**config.mk**
```make
export PLATFORM = sky130hd
export DESIGN_NAME = shared_reg_arbiter_flat
export DESIGN_NICKNAME = d
export VERILOG_FILES = /design/src/rtl/shared_reg_arbiter_if.sv /design/src/rtl/shared_reg_arbiter.sv /design/src/flat_wrapper.sv
export SDC_FILE = /design/constraint.sdc
export NUM_CORES = 1
export LEC_CHECK = 0
export ABC_AREA = 1
export BUFFER_PORTS_ARGS = -buffer_cell sky130_fd_sc_hd__buf_2
export CAP_MARGIN = 20
export CORE_MARGIN = 5
export CORE_UTILIZATION = 45
export CTS_BUF_LIST = sky130_fd_sc_hd__clkbuf_2 sky130_fd_sc_hd__clkbuf_4 sky130_fd_sc_hd__clkbuf_8
export CTS_CLUSTER_SIZE = 30
export DETAILED_ROUTE_END_ITERATION = 12
export PLACE_DENSITY = 0.84
export SKIP_CTS_REPAIR_TIMING = 1
export SLEW_MARGIN = 20
export SYNTH_ARGS = -nofsm -noshare
export SYNTH_HDL_FRONTEND = slang
export SYNTH_SLANG_ARGS = --single-unit
```
**constraint.sdc**
```tcl
create_clock -name clk -period 1.8 [get_ports clk]
set_clock_uncertainty 0.05 [all_clocks]
set_input_delay 0.27 -clock clk [delete_from_list [all_inputs] [get_ports clk]]
set_output_delay 0.27 -clock clk [all_outputs]
set_load 0.05 [all_outputs]
```
**src/rtl/shared_reg_arbiter_if.sv**
```systemverilog
// Bus between the requester blocks, the shared register bank and the
// round-robin arbiter that is the bank's only writer.
//   master : requester side (drives req/wvalid/wdata, observes grant/ack/load)
//   slave  : arbiter side
interface shared_reg_arbiter_if #(
  parameter int N_REQ = 4,
  parameter int WIDTH = 16
);
  logic [N_REQ-1:0]       req;
  logic [N_REQ-1:0]       wvalid;
  logic [N_REQ*WIDTH-1:0] wdata;
  logic [N_REQ-1:0]       gnt;
  logic [N_REQ-1:0]       ack;
  logic                   reg_ld;
  logic [WIDTH-1:0]       reg_d;
  logic                   busy;
  logic                   tmo;

  modport master (
    output req, wvalid, wdata,
    input  gnt, ack, reg_ld, reg_d, busy, tmo
  );

  modport slave (
    input  req, wvalid, wdata,
    output gnt, ack, reg_ld, reg_d, busy, tmo
  );
endinterface

```
**src/rtl/shared_reg_arbiter.sv**
```systemverilog
// Round-robin arbiter/sequencer sharing one WIDTH-bit register bank among
// N_REQ requesters. One requester is granted at a time; its word is passed
// to the bank with a single-cycle load strobe and the requester is acked.
// Optional feature: define ARB_TIMEOUT_EN to drop a grant that waits
// MAX_HOLD cycles without wvalid (tmo pulses). Without it tmo is tied 0.
module shared_reg_arbiter #(
  parameter int N_REQ    = 4,
  parameter int WIDTH    = 16,
  parameter int MAX_HOLD = 8
) (
  input  logic                 clk,
  input  logic                 rst,
  shared_reg_arbiter_if.slave  bus
);

  localparam int IDX_W = (N_REQ > 1) ? $clog2(N_REQ) : 1;
  localparam logic [IDX_W-1:0] PTR_RST = IDX_W'(N_REQ - 1);
  localparam logic [N_REQ-1:0] ONE_HOT0 = N_REQ'(1);

  // Reject parameter sets outside the supported range at elaboration.
  if (N_REQ < 2 || N_REQ > 8 || WIDTH < 1 || MAX_HOLD < 1) begin : g_param_check
    $error("shared_reg_arbiter: unsupported parameter set");
  end

  typedef enum logic {
    ST_IDLE  = 1'b0,
    ST_GRANT = 1'b1
  } state_e;

  state_e             state_q, state_d;
  logic [IDX_W-1:0]   ptr_q, ptr_d;
  logic [IDX_W-1:0]   gidx_q, gidx_d;
  logic [N_REQ-1:0]   gnt_q, gnt_d;
  logic [N_REQ-1:0]   ack_q, ack_d;
  logic               reg_ld_q, reg_ld_d;
  logic [WIDTH-1:0]   reg_d_q, reg_d_d;
  logic [IDX_W:0]     win_s;

`ifdef ARB_TIMEOUT_EN
  localparam int HOLD_W = (MAX_HOLD > 1) ? $clog2(MAX_HOLD) : 1;
  localparam logic [HOLD_W-1:0] HOLD_LAST = HOLD_W'(MAX_HOLD - 1);
  logic [HOLD_W-1:0]  hold_q, hold_d;
  logic               tmo_q, tmo_d;
`endif

  // First set request bit searching p+1, p+2, ... modulo N_REQ; p itself is
  // visited last so a sole requester equal to the pointer still wins.
  // Returns {found, index}.
  function automatic logic [IDX_W:0] pick_winner(input logic [N_REQ-1:0] r,
                                                 input logic [IDX_W-1:0] p);
    logic             found;
    logic [IDX_W-1:0] w;
    int               idx;
    found = 1'b0;
    w     = '0;
    for (int k = 1; k <= N_REQ; k++) begin
      idx = (int'(p) + k) % N_REQ;
      if (!found && r[IDX_W'(idx)]) begin
        found = 1'b1;
        w     = IDX_W'(idx);
      end else begin
        found = found;
      end
    end
    return {found, w};
  endfunction

  assign win_s = pick_winner(bus.req, ptr_q);

  // Next-state and registered-output decode for the IDLE/GRANT sequencer.
  always_comb begin
    state_d  = state_q;
    ptr_d    = ptr_q;
    gidx_d   = gidx_q;
    gnt_d    = gnt_q;
    ack_d    = '0;
    reg_ld_d = 1'b0;
    reg_d_d  = reg_d_q;
`ifdef ARB_TIMEOUT_EN
    hold_d   = hold_q;
    tmo_d    = 1'b0;
`endif
    case (state_q)
      ST_IDLE: begin
        gnt_d = '0;
        if (win_s[IDX_W]) begin
          gidx_d  = win_s[IDX_W-1:0];
          gnt_d   = ONE_HOT0 << win_s[IDX_W-1:0];
          state_d = ST_GRANT;
`ifdef ARB_TIMEOUT_EN
          hold_d  = '0;
`endif
        end else begin
          state_d = ST_IDLE;
        end
      end
      ST_GRANT: begin
        if (bus.wvalid[gidx_q]) begin
          // Load wins over abort and timeout on the same edge.
          reg_d_d  = bus.wdata[gidx_q*WIDTH +: WIDTH];
          reg_ld_d = 1'b1;
          ack_d    = ONE_HOT0 << gidx_q;
          gnt_d    = '0;
          ptr_d    = gidx_q;
          state_d  = ST_IDLE;
        end else if (!bus.req[gidx_q]) begin
          // Requester gave up: release without touching the bank.
          gnt_d   = '0;
          ptr_d   = gidx_q;
          state_d = ST_IDLE;
        end
`ifdef ARB_TIMEOUT_EN
        else if (hold_q == HOLD_LAST) begin
          gnt_d   = '0;
          ptr_d   = gidx_q;
          tmo_d   = 1'b1;
          state_d = ST_IDLE;
        end else begin
          hold_d = hold_q + 1'b1;
        end
`else
        else begin
          state_d = ST_GRANT;
        end
`endif
      end
      default: begin
        gnt_d   = '0;
        state_d = ST_IDLE;
      end
    endcase
  end

  // State and output registers with synchronous active-high reset.
  always_ff @(posedge clk) begin
    if (rst) begin
      state_q  <= ST_IDLE;
      ptr_q    <= PTR_RST;
      gidx_q   <= '0;
      gnt_q    <= '0;
      ack_q    <= '0;
      reg_ld_q <= 1'b0;
      reg_d_q  <= '0;
`ifdef ARB_TIMEOUT_EN
      hold_q   <= '0;
      tmo_q    <= 1'b0;
`endif
    end else begin
      state_q  <= state_d;
      ptr_q    <= ptr_d;
      gidx_q   <= gidx_d;
      gnt_q    <= gnt_d;
      ack_q    <= ack_d;
      reg_ld_q <= reg_ld_d;
      reg_d_q  <= reg_d_d;
`ifdef ARB_TIMEOUT_EN
      hold_q   <= hold_d;
      tmo_q    <= tmo_d;
`endif
    end
  end

  assign bus.gnt    = gnt_q;
  assign bus.ack    = ack_q;
  assign bus.reg_ld = reg_ld_q;
  assign bus.reg_d  = reg_d_q;
  assign bus.busy   = (state_q == ST_GRANT);
`ifdef ARB_TIMEOUT_EN
  assign bus.tmo    = tmo_q;
`else
  assign bus.tmo    = 1'b0;
`endif

endmodule
```
**src/flat_wrapper.sv**
```systemverilog
// flat-port wrapper written by rule: the top's interface ports become plain ports
module shared_reg_arbiter_flat 
#(
  parameter int N_REQ    = 4,
  parameter int WIDTH    = 16,
  parameter int MAX_HOLD = 8
)
  (clk, rst, bus_req, bus_wvalid, bus_wdata, bus_gnt, bus_ack, bus_reg_ld, bus_reg_d, bus_busy, bus_tmo);
  shared_reg_arbiter_if #(.N_REQ(N_REQ), .WIDTH(WIDTH)) bus_i ();
  input  logic clk;
  input  logic rst;
  input wire logic [$bits(bus_i.req)-1:0] bus_req;
  input wire logic [$bits(bus_i.wvalid)-1:0] bus_wvalid;
  input wire logic [$bits(bus_i.wdata)-1:0] bus_wdata;
  output wire logic [$bits(bus_i.gnt)-1:0] bus_gnt;
  output wire logic [$bits(bus_i.ack)-1:0] bus_ack;
  output wire logic [$bits(bus_i.reg_ld)-1:0] bus_reg_ld;
  output wire logic [$bits(bus_i.reg_d)-1:0] bus_reg_d;
  output wire logic [$bits(bus_i.busy)-1:0] bus_busy;
  output wire logic [$bits(bus_i.tmo)-1:0] bus_tmo;
  assign bus_i.req = bus_req;
  assign bus_i.wvalid = bus_wvalid;
  assign bus_i.wdata = bus_wdata;
  assign bus_gnt = bus_i.gnt;
  assign bus_ack = bus_i.ack;
  assign bus_reg_ld = bus_i.reg_ld;
  assign bus_reg_d = bus_i.reg_d;
  assign bus_busy = bus_i.busy;
  assign bus_tmo = bus_i.tmo;
  shared_reg_arbiter #(.N_REQ(N_REQ), .WIDTH(WIDTH), .MAX_HOLD(MAX_HOLD)) u_core (.clk(clk), .rst(rst), .bus(bus_i));
endmodule
```
==> run_results.csv, run 1 <==
group,metric,value,unit
grt,grt_max_degree,22,
setup_path,reg2regPathDepth,12,
setup_path,r2r-start,"u_core.ptr_q[1]",
timing,rsz0062_at_grt,"no",
timing,relSlewSlack,64.5,%
pwr,p_leak,1.29,nW
setup_path,end_kind,"flop",
setup_path,max_stage_delay,0.45,ns
synthesis,yosys_warnings,0,
timing,finalHoldViolations,0,
clock_tree,cts_tree,"yes",
timing,max_freq,0.631,GHz
grt,track_usage,21.6,%
grt,antenna_found_initial,0,
setup_path,crit_family,"simple AND/OR/NAND/NOR gates",
setup_path,crit_slowest_cell,"dfxtp_1",
setup_path,crit_path_start_kind,"flop",
pwr,cellPowerDensity,1710,nW/µm²
synthesis,synth_most_common_cell,"nor2_1",
synthesis,synth_top_cell_area_share,32.9,%
final_layout,fillers,379,
grt,grt_pass1_vias,2097,
clock_tree,cts_root_buf,"clkbuf_8",
floorplanning,rows,23,
final_layout,multi_input_area,1070,µm²
synthesis,synthTopCellsByArea,"dfxtp_1 33%, nor2_1 16%, o21ai_0 14%",
floorplanning,dieArea,5440,µm²
run,cap_violations,0,
floorplanning,dieWidth,73.7,µm
detailed_routing,wl_per_cell,12.7,µm
detailed_routing,totalWireLength,5580,µm
setup_path,worstPathMaxFanout,7,
pwr,peakVddDrop,0.751,mV
setup_path,r2r_end,"u_core.bus.gnt[0]",
clock_tree,clkTransAtPathRegs,0.07,ns
setup_path,critPathMostFrequentCell,"nand2_1",
floorplanning,io_pins,101,
worst_hold_path,whs_path_depth,2,
worst_hold_path,hp-class,"in -> reg",
timing,period_share,88.1,%
timing,finalSetupViolCount,0,
floorplanning,start_util,46.0,%
clock_tree,cts_max_path_buffers,2,
clock_tree,cts_made_buffers,5,
synthesis,synth_top_area_cell,"dfxtp_1",
detailed_routing,dr.pass1.iters,4,
synthesis,ys_types,26,
final_layout,drive_gt1_share,36.9,%
synthesis,ys_ff_latch,30,
placement,dpl_cell_area,2360,µm²
placement,port_buffers,99,
grt,grt_pass1_wl,9140,µm
timing,min_period,1.59,ns
synthesis,synth_ff_type,"dfxtp_1",
placement,place_congestion,0.827,
setup_path,worst_ep_required_time,1.98,ns
setup_path,path_cells,"inv_2, nand2_2, nand2_2, nand2_1, nand2_1, nand2_1, nand3_1, nand2_2, inv_2, nor2_1, nand2_1, a21oi_2",
synthesis,synth_nets,363,
detailed_routing,vias_per_cell,5.06,
synthesis,ys_seq_area_share,32.9,%
setup_path,worst-r2r-setup-slack,0.21,ns
synthesis,synth_common_cells,"76 x nor2_1, 50 x o21ai_0, 46 x nand2_1",
detailed_routing,vias,2225,
setup_path,cp_data_arrival_time,1.76,ns
worst_hold_path,whs_endpoint,"u_core.bus.gnt[0]",
synthesis,syn_area_per_cell,6.33,µm²
detailed_routing,route.detailed.drc,0,
grt,overflow,0,
detailed_routing,first_iter_violations,97,
synthesis,syn_inst,289,
floorplanning,die_height,73.7,µm
synthesis,syn_area,1830,µm²
worst_hold_path,holdCritStartpoint,"rst",
placement,dp_hpwl,4330,µm
final_layout,design_area,2470,µm²
timing,tns,0,ns
synthesis,synth_edf_count,0,
clock_tree,clock_latency,0.29,ns
setup_path,worst-path-buf-inv,2,
timing,worst_slew_pin_slew,0.533,ns
detailed_routing,antenna_left,0,
final_layout,seq_area,602,µm²
synthesis,synthArstFlopShare,0,%
clock_tree,htree_levels,2,
final_layout,fin_nets,463,
final_layout,syn_to_final_growth,35.2,%
status,status,"complete, no violations",
setup_path,worstSetupPathType,"reg -> reg",
timing,slew_viol_final,0,
final_layout,antenna_cells,0,
clock_tree,clock_sinks,30,
floorplanning,coreArea,3970,µm²
-- worst max-delay path by stage --
stage | start | endpoint | slack [ns] | depth (start not counted)
after global placement | u_core.ptr_q[0] | u_core.bus.gnt[0] | 0.16 | 12
after CTS | u_core.gidx_q[0] | u_core.bus.ack[3] | 0.11 | 9
after detailed placement | u_core.ptr_q[0] | u_core.bus.gnt[0] | 0.12 | 12
final | u_core.ptr_q[1] | u_core.bus.gnt[0] | 0.21 | 12
after global routing | u_core.ptr_q[1] | u_core.bus.gnt[0] | 0.04 | 12
after floorplan | u_core.bus.busy | u_core.bus.reg_d[0] | 0.23 | 6
-- placed cells by master (no fill, tap or decap) --
master / synthesis / final
inv_8: 1 / 1
dfxtp_1: 30 / 29
clkinv_1: 1 / 1
o211ai_1: 2 / 2
a21oi_1: 5 / 5
o22ai_1: 16 / 16
nand3b_2: 1 / 1
buf_4: 3 / 11
dfxtp_2: 0 / 1
nand4_1: 2 / 2
clkinv_2: 0 / 1
nand2_1: 46 / 46
inv_2: 5 / 5
nand2_2: 10 / 10
conb_1: 1 / 1
clkbuf_8: 0 / 6
inv_1: 8 / 8
nand2_4: 3 / 3
buf_2: 2 / 99
clkinvlp_4: 0 / 1
a21oi_2: 1 / 1
o21ai_1: 2 / 2
o21ai_0: 50 / 50
nor2_4: 3 / 3
nor2_1: 76 / 76
nor2_2: 1 / 1
nand3_1: 8 / 8
-- per-layer routing --
layer	part of all wire, %	track usage [%]
met5	0	0
met4	1.1	5.43
met3	8.8	7.25
met2	49	38.8
met1	41	24.3
-- cells by family after synthesis --
kind of cell           count (synthesis)  synth area share [%]
and+or+nand+nor                      150                  36.0
AOI/OAI and AO/OA                     76                  22.4
buffers and inverters                 32                  8.56
DFF                                   30                  32.9
other                                  1                 0.205
-- cell type report --
cell class	instances	share of cell area [%]
flip-flops and latches	30	24.3
inverters	15	2.58
well taps	50	2.53
multi-input cells	227	43.3
clock inverters	2	0.506
clock buffers	6	3.34
repair buffers	110	23.4
-- worst reg2reg max path, cell delays in order (launching register included) --
cell     delay [ns]
dfxtp_1        0.45
inv_2          0.12
nand2_2        0.09
nand2_2        0.08
nand2_1        0.07
nand2_1        0.07
nand2_1        0.10
nand3_1        0.10
nand2_2        0.12
inv_2          0.05
nor2_1         0.08
nand2_1        0.07
a21oi_2        0.10
-- metrics by stage --
step / std cells / setup slack [ns] / hold WS (ns) / util [%] / power, W
floorplan: 289 / 0.228 / 0.282 / - / 0.00305
global placement: 430 / 0.158 / 0.401 / 59.5 / 0.00358
detailed placement: 430 / 0.117 / 0.409 / 59.5 / 0.00363
CTS: 438 / 0.110 / 0.163 / 61.8 / 0.00422
global route: 440 / 0.0357 / 0.190 / 62.3 / 0.00459
finish: 440 / 0.214 / 0.169 / 62.3 / 0.00423
-- state kept, by name, summed over array words and instances, names as in the netlist --
signal,cells
u_core.bus.ack,4
u_core.bus.reg_ld,1
u_core.ptr_q,2
u_core.bus.reg_d,16
u_core.bus.gnt,4
u_core.bus.busy,1
u_core.gidx_q,2
-- report_power, final --
| part | internal (W) | leakage (nW) | switching [W] |
|---|---|---|---|
| Sequential | 0.000873 | 0.246 | 0.000153 |
| Combinational | 0.000795 | 1.00 | 0.00183 |
| Clock | 0.000307 | 0.0472 | 0.000272 |
| Total | 0.00198 | 1.29 | 0.00226 |
Note: power is estimated with default switching activity, not from simulation.
==> run 2, diff against run 1 <==
- PLACE_DENSITY: 0.84 -> default
- PLACE_DENSITY_LB_ADDON: default -> 0.2
- SLEW_MARGIN: 20 -> 30
==> run 2 against run 1 <==
Compared with the run above:
- worst setup slack got worse by 0.037 ns
- total power increased by 6.6%
- die area unchanged
- hold slack gained 0.019 ns
- first-iteration DRC count shrank 13%
- utilization is 1.9 points higher
- sequential cell count stayed put
- clock power grew 46%
- non-clock buffer count rose by 3
- via count decreased by 1.3%
- count of clock-buffer cells in the layout unchanged
- combinational power about the same
- critical path type unchanged
- highest routed layer unchanged
==> run_results.csv, run 2 (same netlist as run 1, synthesis figures left out) <==
group,metric,value,unit
floorplanning,die_height,73.7,µm
clock_tree,clock_sinks,30,
detailed_routing,antenna_left,0,
timing,finalHoldViolations,0,
setup_path,crit_path_start_kind,"flop",
detailed_routing,route.detailed.drc,0,
final_layout,layout_common_cells,"99 x buf_2, 76 x nor2_1, 50 x o21ai_0",
timing,rsz0062_at_grt,"no",
detailed_routing,vias,2197,
grt,grt_max_degree,23,
final_layout,drive_gt1_share,37.7,%
timing,worst_slew_pin_slew,0.517,ns
placement,dp_hpwl,4170,µm
setup_path,worstSetupPathType,"reg -> reg",
detailed_routing,vias_per_cell,4.96,
timing,relSlewSlack,65.5,%
clock_tree,cts_root_buf,"clkbuf_8",
grt,grt_pass1_vias,2064,
clock_tree,cts_max_path_buffers,2,
grt,antenna_found_initial,0,
run,cap_violations,0,
setup_path,worst_ep_required_time,1.97,ns
pwr,peakVddDrop,0.797,mV
placement,dpl_worst_slack,0.109,ns
setup_path,end_kind,"flop",
pwr,power,0.00451,W
detailed_routing,dr.pass1.iters,4,
pwr,p_leak,1.34,nW
final_layout,design_area,2550,µm²
clock_tree,clkTransAtPathRegs,0.07,ns
grt,track_usage,19.9,%
setup_path,cp_data_arrival_time,1.79,ns
timing,finalSetupViolCount,0,
detailed_routing,wl_per_cell,12.1,µm
final_layout,largest_reg_flops,16,
floorplanning,rows,23,
floorplanning,dieWidth,73.7,µm
placement,dpl_cell_area,2360,µm²
clock_tree,cts_tree,"yes",
timing,min_period,1.62,ns
clock_tree,cts_made_buffers,5,
placement,port_buffers,99,
timing,period_share,90.2,%
floorplanning,dieArea,5440,µm²
grt,grt_pass1_wl,8600,µm
status,status,"complete, no violations",
grt,overflow,0,
clock_tree,htree_levels,2,
final_layout,mostFrequentLayoutCell,"buf_2",
floorplanning,coreArea,3970,µm²
final_layout,syn_to_final_growth,39.4,%
timing,max_freq,0.616,GHz
floorplanning,start_util,46.0,%
placement,place_congestion,0.790,
timing,tns,0,ns
final_layout,antenna_cells,0,
timing,slew_viol_final,0,
pwr,cellPowerDensity,1770,nW/µm²
floorplanning,io_pins,101,
clock_tree,clock_latency,0.27,ns
timing,setup_slack,0.177,ns
setup_path,worstPathMaxFanout,16,
worst_hold_path,hp-class,"in -> reg",
detailed_routing,totalWireLength,5380,µm
final_layout,stdcell_count,443,
final_layout,fillers,384,
final_layout,fin_nets,466,
detailed_routing,first_iter_violations,84,
placement,dpl.cell_count,430,
==> run 2: cell count changes in the layout (fill, tap and decap cells not counted) <==
cell	previous run	this run
buf_6	0	1
bufinv_16	0	2
clkinv_2	1	0
buf_4	11	13
clkinvlp_4	1	0
dfxtp_1	29	28
dfxtp_2	1	2
==> run 2: critical path, cell delays in order, from the launching register on <==
cell	delay, ns
dfxtp_1	0.45
buf_6	0.20
o21ai_0	0.10
o21ai_1	0.19
nand2_1	0.12
nor2_4	0.17
nand2_1	0.07
nand2_1	0.06
nand2_1	0.05
nor2_1	0.10
==> run 2: cell type report <==
type / count / area [µm²] / area share (%)
Multi-Input combinational cell: 227 / 1070 / 42.0
Timing Repair Buffer: 113 / 604 / 23.7
Sequential cell: 30 / 603 / 23.7
Clock buffer: 6 / 82.6 / 3.24
Inverter: 15 / 63.8 / 2.50
Tap cell: 50 / 62.6 / 2.46
Clock inverter: 2 / 60.1 / 2.36
==> run 2: power by group <==
| group | switching (W) | leakage (nW) | internal (W) |
|---|---|---|---|
| Clock | 0.000254 | 0.0714 | 0.000590 |
| Sequential | 0.000148 | 0.245 | 0.000875 |
| Combinational | 0.00182 | 1.02 | 0.000828 |
| Total | 0.00222 | 1.34 | 0.00229 |
==> run 2: worst paths after layout <==
path / from / slack (ns) / endpoint / cells after the start
max: u_core.gidx_q[0] / 0.18 / u_core.bus.gnt[2] / 9
min: rst / 0.19 / u_core.bus.gnt[0] / 2
max reg2reg: u_core.gidx_q[0] / 0.18 / u_core.bus.gnt[2] / 9
min reg2reg: u_core.bus.gnt[1] / 0.41 / u_core.bus.gnt[1] / 2
==> run 2: through the flow <==
stage                     utilization, %  hold slack [ns]
after global routing                64.1            0.192
after floorplan                        -            0.282
after detailed placement            59.5            0.402
final                               64.1            0.188
after CTS                           63.0            0.181
after global placement              59.5            0.400
==> run 2: metal layers <==
layer | share of wire (%) | GRT usage [%] | vias to the layer above
li1 | - | - | 1147
met1 | 41 | 22.4 | 977
met2 | 51 | 36.0 | 65
met3 | 6.1 | 5.06 | 8
met4 | 1.7 | 6.84 | 0
met5 | 0 | 0 | -
